===== src/rtl/char_pair_feeder.sv =====
// Host-side word FIFO that hands one (primary, secondary) character pair per
// request to the traversal engine, with length tracking and stall/overrun status.
module char_pair_feeder #(
    parameter int DEPTH = 16,
    parameter int CNT_W = 24
) (
    input  logic             clk,
    input  logic             reset,
    input  logic [31:0]      in_word,
    input  logic             in_valid,
    output logic             in_ready,
    input  logic             input_char_flag,
    output logic [7:0]       input_char,
    output logic [7:0]       input_char_2,
    output logic             char_valid,
    input  logic [CNT_W-1:0] total_chars,
    output logic [CNT_W-1:0] chars_sent,
    output logic             stream_done,
    output logic [15:0]      stall_cycles,
    output logic             req_overrun
);

    localparam int AW = (DEPTH > 1) ? $clog2(DEPTH) : 1;
    localparam logic [AW:0] FULL = (AW+1)'(DEPTH);

    logic [31:0]      mem [DEPTH];
    logic [AW-1:0]    wr_ptr;
    logic [AW-1:0]    rd_ptr;
    logic [AW:0]      count;
    logic             half;
    logic             pend;

    logic             push;
    logic             pop;
    logic             want;
    logic             serve;
    logic             stall;
    logic             overrun;
    logic [31:0]      head;
    logic [7:0]       lane_a;
    logic [7:0]       lane_b;
    logic [CNT_W-1:0] sent_next;

    function automatic logic [15:0] sat_inc16(input logic [15:0] v);
        return (v == 16'hFFFF) ? v : v + 16'd1;
    endfunction

    assign in_ready  = (count != FULL);
    assign push      = in_valid & in_ready;
    assign want      = pend | input_char_flag;
    assign serve     = want & (count != '0) & ~stream_done;
    assign stall     = want & (count == '0) & ~stream_done;
    // A second request while one is still waiting is dropped, not queued.
    assign overrun   = input_char_flag & pend & ~serve & ~stream_done;
    assign pop       = serve & half;
    assign sent_next = chars_sent + CNT_W'(1);

    assign head   = mem[rd_ptr];
    assign lane_a = half ? head[23:16] : head[7:0];
    assign lane_b = half ? head[31:24] : head[15:8];

    // Storage array carries no reset; only pointers and count define contents.
    always_ff @(posedge clk) begin
        if (push) begin
            mem[wr_ptr] <= in_word;
        end
    end

    always_ff @(posedge clk) begin
        if (!reset) begin
            wr_ptr <= '0;
            rd_ptr <= '0;
            count  <= '0;
        end else begin
            if (push) begin
                wr_ptr <= wr_ptr + AW'(1);
            end
            if (pop) begin
                rd_ptr <= rd_ptr + AW'(1);
            end
            case ({push, pop})
                2'b10:   count <= count + (AW+1)'(1);
                2'b01:   count <= count - (AW+1)'(1);
                default: count <= count;
            endcase
        end
    end

    always_ff @(posedge clk) begin
        if (!reset) begin
            half <= 1'b0;
            pend <= 1'b0;
        end else begin
            if (serve) begin
                half <= ~half;
            end
            if (serve || stream_done) begin
                pend <= 1'b0;
            end else if (input_char_flag) begin
                pend <= 1'b1;
            end
        end
    end

    // Output stage: pair registers hold their value between serves.
    always_ff @(posedge clk) begin
        if (!reset) begin
            input_char   <= 8'h00;
            input_char_2 <= 8'h00;
            char_valid   <= 1'b0;
            chars_sent   <= '0;
            stream_done  <= 1'b0;
        end else begin
            char_valid <= serve;
            if (serve) begin
                input_char   <= lane_a;
                input_char_2 <= lane_b;
                chars_sent   <= sent_next;
                if ((sent_next == total_chars) && (total_chars != '0)) begin
                    stream_done <= 1'b1;
                end
            end
        end
    end

    always_ff @(posedge clk) begin
        if (!reset) begin
            stall_cycles <= 16'h0000;
            req_overrun  <= 1'b0;
        end else begin
            if (stall) begin
                stall_cycles <= sat_inc16(stall_cycles);
            end
            if (overrun) begin
                req_overrun <= 1'b1;
            end
        end
    end

endmodule


===== config.mk =====
export PLATFORM = sky130hd
export DESIGN_NAME = char_pair_feeder
export DESIGN_NICKNAME = d
export VERILOG_FILES = /design/src/rtl/char_pair_feeder.sv
export SDC_FILE = /design/constraint.sdc
export NUM_CORES = 1
export LEC_CHECK = 0
export CORE_MARGIN = 4
export CORE_UTILIZATION = 43
export CTS_CLUSTER_DIAMETER = 150
export DETAILED_ROUTE_END_ITERATION = 16
export SLEW_MARGIN = 20
export SYNTH_ARGS = -nofsm -noshare
export SYNTH_HDL_FRONTEND = slang
export SYNTH_SLANG_ARGS = --single-unit

===== constraint.sdc =====
create_clock -name clk -period 7.2 [get_ports clk]
set_input_delay 0.72 -clock clk [delete_from_list [all_inputs] [get_ports clk]]
set_output_delay 0.72 -clock clk [all_outputs]
set_load 0.05 [all_outputs]

=== Yosys cells after proc, flatten, opt, wreduce, memory -nomap -nowiden ===
Memories as Yosys holds them, arrays and structs flattened. A register that Yosys moved wholly into a read port is not among the register bits.
Cells that the tools add are included.

* Memories: 1
* Output and inout port bits: 60
* Bits in registers: 74
* Input bits: 60
* Memory bits (writable): 512

{| class="wikitable"
|+ Memories
! memory !! words !! bits a word !! read ports !! clocked after Yosys merged registers in !! wr ports !! RTL line !! text
|-
| mem || 16 || 32 || 1 || 1 || 1 || 26 || <nowiki>logic [31:0] mem [DEPTH];</nowiki>
|}

* Equal/unequal tests: 5
* Bitwise logic cells: 15
* Mux-type cells: 7
* Add/sub/neg operators: 6
* Reductions and logical operators: 9

{| class="wikitable"
|+ Operator list
! kind !! number
|-
| 24-bit by 1-bit adder with 24-bit output (second input constant) || 1
|-
| 24-bit == test || 1
|-
| 24-bit nonzero test || 1
|-
| 16-bit by 1-bit adder with 16-bit output (second input constant) || 1
|-
| 16-bit == test (second input constant) || 1
|-
| 8-bit two-way mux || 2
|-
| 5-bit case mux with 2 select lines || 1
|-
| 1-bit AND || 9
|-
| 4-bit by 1-bit adder with 4-bit output (second input constant) || 2
|-
| 4-bit two-way mux || 2
|-
| 5-bit by 1-bit adder with 5-bit output (second input constant) || 1
|-
| 5-bit zero test || 1
|-
| 5-bit inequality test (second input constant) || 1
|-
| 1-bit inverter || 5
|-
| 5-bit nonzero test || 1
|-
| 5-bit by 1-bit subtractor with 5-bit output (second input constant) || 1
|-
| 2-bit AND reduction || 2
|-
| 2-bit by 1-bit == test with 1-bit output (second input constant) || 1
|-
| 2-bit == test (second input constant) || 1
|-
| 1-bit two-way mux || 2
|-
| 2-bit nonzero test || 1
|-
| 2-bit OR reduction || 1
|-
| 1-bit logical AND || 1
|-
| 1-bit logical OR || 1
|-
| 1-bit OR || 1
|}

=== Longest topological paths before layout ===
* Depth in word-level cells: 6
* Depth in mapped cells: 13
* Depth with buffers taken out: 11

=== Worst setup path before layout ===
OpenSTA, ideal clock, no wires.

* Path type: input to register
* From: input in_valid
* To: memory mem[3][0] (enable)
* Slack: 3.079 ns
* Required time: 6.739 ns
* Stages on the path: 5
* Data arrival time: 3.660 ns
* Buffers on the path: 1
* Setup time: 0.461 ns
* Cells stage by stage: inv_1 a21oi_1 clkbuf_1 nand2_1 nor3_1

* Longest elaborated chain between the ends: 3

{| class="wikitable"
|+ RTL lines
! what !! RTL line !! text
|-
| start, declared || 10 || <nowiki>input logic in_valid,</nowiki>
|-
| 1-bit AND || 49 || <nowiki>assign push = in_valid & in_ready;</nowiki>
|-
| 1-bit two-way mux || 64 || <nowiki>if (push) begin</nowiki>
|-
| 1-bit two-way mux (implied by the code) || 65 || <nowiki>mem[wr_ptr] <= in_word;</nowiki>
|-
| end, declared || 26 ||
|}

No other way between the ends.

==> results.md <==
- Outcome: completed
- Slew headroom: 30.3%
- Root Driver: clkbuf_16
- Flip-flop cell with the highest count after synthesis: edfxtp_1
- Die span in y: between 200 and 250 um
- Area growth from synthesis to layout: 16.9%
- Share of the synthesized area in compound gates (AO/OA/AOI/OAI): between 2 and 3%
- Total Routed Length: roughly 53 mm
- Chain of cells forming the critical path: clkdlybuf4s50_1, inv_2, a211oi_1, o221ai_1, a2111oi_0, o2111ai_1, o31ai_1
- Placeable Area: between 50000 and 60000 um2
- Portion of the clock cycle consumed by the worst path in the final layout: roughly half
- Maximum cell stage delay along the critical path: between 1 and 1.5 ns
- Post-DR vias/cell: roughly 5.7
- Cell area power density: a little under 300 nW/um2
- Slew @ Worst Pin: roughly 1.0 ns
- IO Port Bufs: around 120
- Post-Route Setup TNS: 0 ns
- Aggregate global-route resource usage: between 10% and 20%
- Pleak: 8.47 nW
- Clock Sinks: 590
- Half-perimeter wire length after detailed placement: 30.3 mm
- Maximum number of pins on one net before global-route repair: between 60 and 70
- Share of the synthesized area in the top cell type: between 60 and 70%
- Deepest level of the CTS H-tree: 2
- Cell types with the highest counts after synthesis: 512 x edfxtp_1, 160 x mux4_2, 78 x dfxtp_1
- DR vias: 12205
- Hold violation count in the final report: 0
- Num CTS Buffers: 60
- Kind of launch point of the worst setup path: input pin
- Die Area: 59000 um2
- Post-synthesis instance area: between 20000 and 25000 um2
- Post-placement cell area: about 26000 um2
- Number of placement rows: 85
- Drt pass-1 iters: 7
- Cts repair resizes: 0
- Simple-gate share of the synthesized area: ~5.1%
- Sequential fraction of the synthesis area: 71.4%
- Die span in x: 243 um
- Initial antenna violation count: 5
- Max Cap Violations: 0
- Post-route cell area: 27700 um2
- RD Place Congestion: just under 0.9
- Residual DRC count: 0
- Wire length of the first global-routing pass: just over 80 mm
- Post-route core utilization: approximately half
- Post-layout net count: ~1500
- Count of boundary I/O pins: 120
- Number of cells traversed by the worst hold path: 2
- Iter 0 DRT Violations: 917
- Yosys warning count: 0
- Setup skew after layout: approximately 0.013 ns
- Clock tree from TritonCTS: done
- Latest clock arrival within the worst-skew pair: 0.61 ns
- Crit Path Category: input pin to register
- Max VDD drop: just under 0.2 mV
- Path length in cells of the critical path: 7
- Final number of setup-violating endpoints: 0
- Hold-fix buffer count after cts: 0
- Fraction of final layout cells sized beyond drive strength 1: a little over a fifth
- Min-Delay Path Class: register to register
- Starting density of the core: a little over two fifths
- Wire length per cell after detailed routing: 25.0 um
- Synthesized net count: approximately 1300
- Highest achievable clock rate: around 280 MHz
- Library cells used by synthesis: 66
- Global-route congestion overflow total: 0
- Unrepaired setup endpoints after global routing: no
- Per-instance average area after synthesis: 18.8 um2
- Number of synthesized flops with an enable pin: 512
- Most area-hungry cell type in the Yosys netlist: edfxtp_1
- Bufs and invs on worst path: 2
- Worst-path clk slew: around 0.06 ns
- Largest family of logic cells by synthesized area: multiplexers
- Mux contribution to synthesized area: 16.0%
- Worst-case clock buffer depth: 3
- Setup repair bufs after CTS: 0
- Worst Reg2Reg Path Length in Cells: 5
- Critical path arrival: a little over 4 ns
- Cell count after synthesis: between 1000 and 1500
- Synth async-reset ratio: 0%
- Synthesized-area fraction occupied by adder cells: 0.527%
- Req. time, crit path: just under 8 ns
- Vias in the first global route: between 10000 and 15000
- Number of synthesized register bits: 590
- Xor/xnor share of the synthesized area: 2.58%
- Peak fanout along the critical path: 60
- Post-detailed-route count of antenna-violating nets: 0
- Endpoint kind of the worst setup timing path: register
- Final min period: about 3.5 ns
- Final number of max-transition violations: 0
- Delay-heaviest family, CP: buffers and inverters
- Crit path max-delay cell type: clkdlybuf4s50_1
- Top cells by area, synth: edfxtp_1 65%, mux4_2 15%, dfxtp_1 6.6%
- Top-count cell post-synth: edfxtp_1
==> routing by layer <==
metal	wire [um]	track usage (%)	vias to the layer above	share of wire [%]
met2	26300	29.8	323	49
li1	-	-	5407	-
met3	3290	3.56	73	6.2
met5	15	0	-	0.028
met4	1030	4.63	4	1.9
met1	22800	24.8	6398	43
==> report_power, final <==
part	internal [mW]	total (mW)	switching [mW]	leakage, nW
registers	3.83	3.94	0.105	5.26
logic	0.444	1.07	0.629	2.25
clock network	1.77	3.03	1.26	0.962
total	6.04	8.04	1.99	8.47
==> cells by family (layout without fill, tap and decap cells) <==
logic type,Yosys count,after routing
flip-flops,590,590
AND/OR/NAND/NOR,224,224
multiplexers,179,179
AO/OA/AOI/OAI,103,103
buffers and inverters,86,265
XOR/XNOR,70,70
adder cells (fa/ha/maj),10,10
other,0,4
==> area by class of cell <==
class,instances,area (um2)
inverter,11,41.3
tap,696,871
clock buffer,77,1670
multi-input combinational,586,6540
fill,4385,26500
clock inverter,32,267
sequential,590,16900
antenna,4,10.0
timing repair buffer,145,1390
==> tightest hold or removal path, stage by stage (launching register included) <==
cell and delay [ns]:
dfxtp_1 0.33, nor2_1 0.05, nor2_1 0.07
==> cell usage in the layout, fill, tap and decap left out, types with 9 or more instances in the layout <==
cell | Yosys | routed
and4_1 | 9 | 9
dfxtp_1 | 78 | 74
o21ai_0 | 31 | 31
ha_1 | 10 | 10
buf_4 | 3 | 26
clkbuf_16 | 0 | 62
nor3_1 | 16 | 12
mux4_2 | 160 | 160
nand2_1 | 37 | 37
nor2_1 | 71 | 59
nor2_4 | 0 | 12
nor4_1 | 11 | 11
a21oi_1 | 32 | 31
nand4_1 | 19 | 19
clkbuf_1 | 44 | 9
mux2i_1 | 19 | 19
inv_1 | 10 | 10
clkdlybuf4s50_1 | 0 | 119
clkinv_2 | 0 | 16
nand3_1 | 20 | 20
edfxtp_1 | 512 | 512
xor2_1 | 38 | 38
clkinv_1 | 1 | 9
xnor2_1 | 32 | 32
==> flip-flops by register name, indices dropped and copies added (netlist names), named ones only <==
register and flops:
chars_sent 24, input_char 8, pend 1, rd_ptr 4
mem 512, wr_ptr 4, count 5, req_overrun 1
half 1, char_valid 1, input_char_2 8, stream_done 1
stall_cycles 16
==> through the flow <==
step,setup WS [ns],instances,hold WS (ns),total power [mW]
2_1_floorplan,3.08,1262,0.476,4.70
3_3_place_gp,3.21,2028,0.487,5.08
3_5_place_dp,3.10,2028,0.481,5.09
4_1_cts,3.75,2137,0.494,8.13
5_1_grt,3.34,2137,0.518,8.35
6_report,3.65,2141,0.488,8.04
==> path summary, 6_finish.rpt <==
| check | startpoint | endpoint | slack (ns) |
|---|---|---|---|
| setup / recovery | reset | stream_done | 3.65 |
| setup reg to reg | register | input_char_2[2] | 3.88 |
| hold reg to reg | req_overrun | req_overrun | 0.49 |
| hold / removal | req_overrun | req_overrun | 0.49 |
Note: power is estimated with default switching activity, not from simulation.
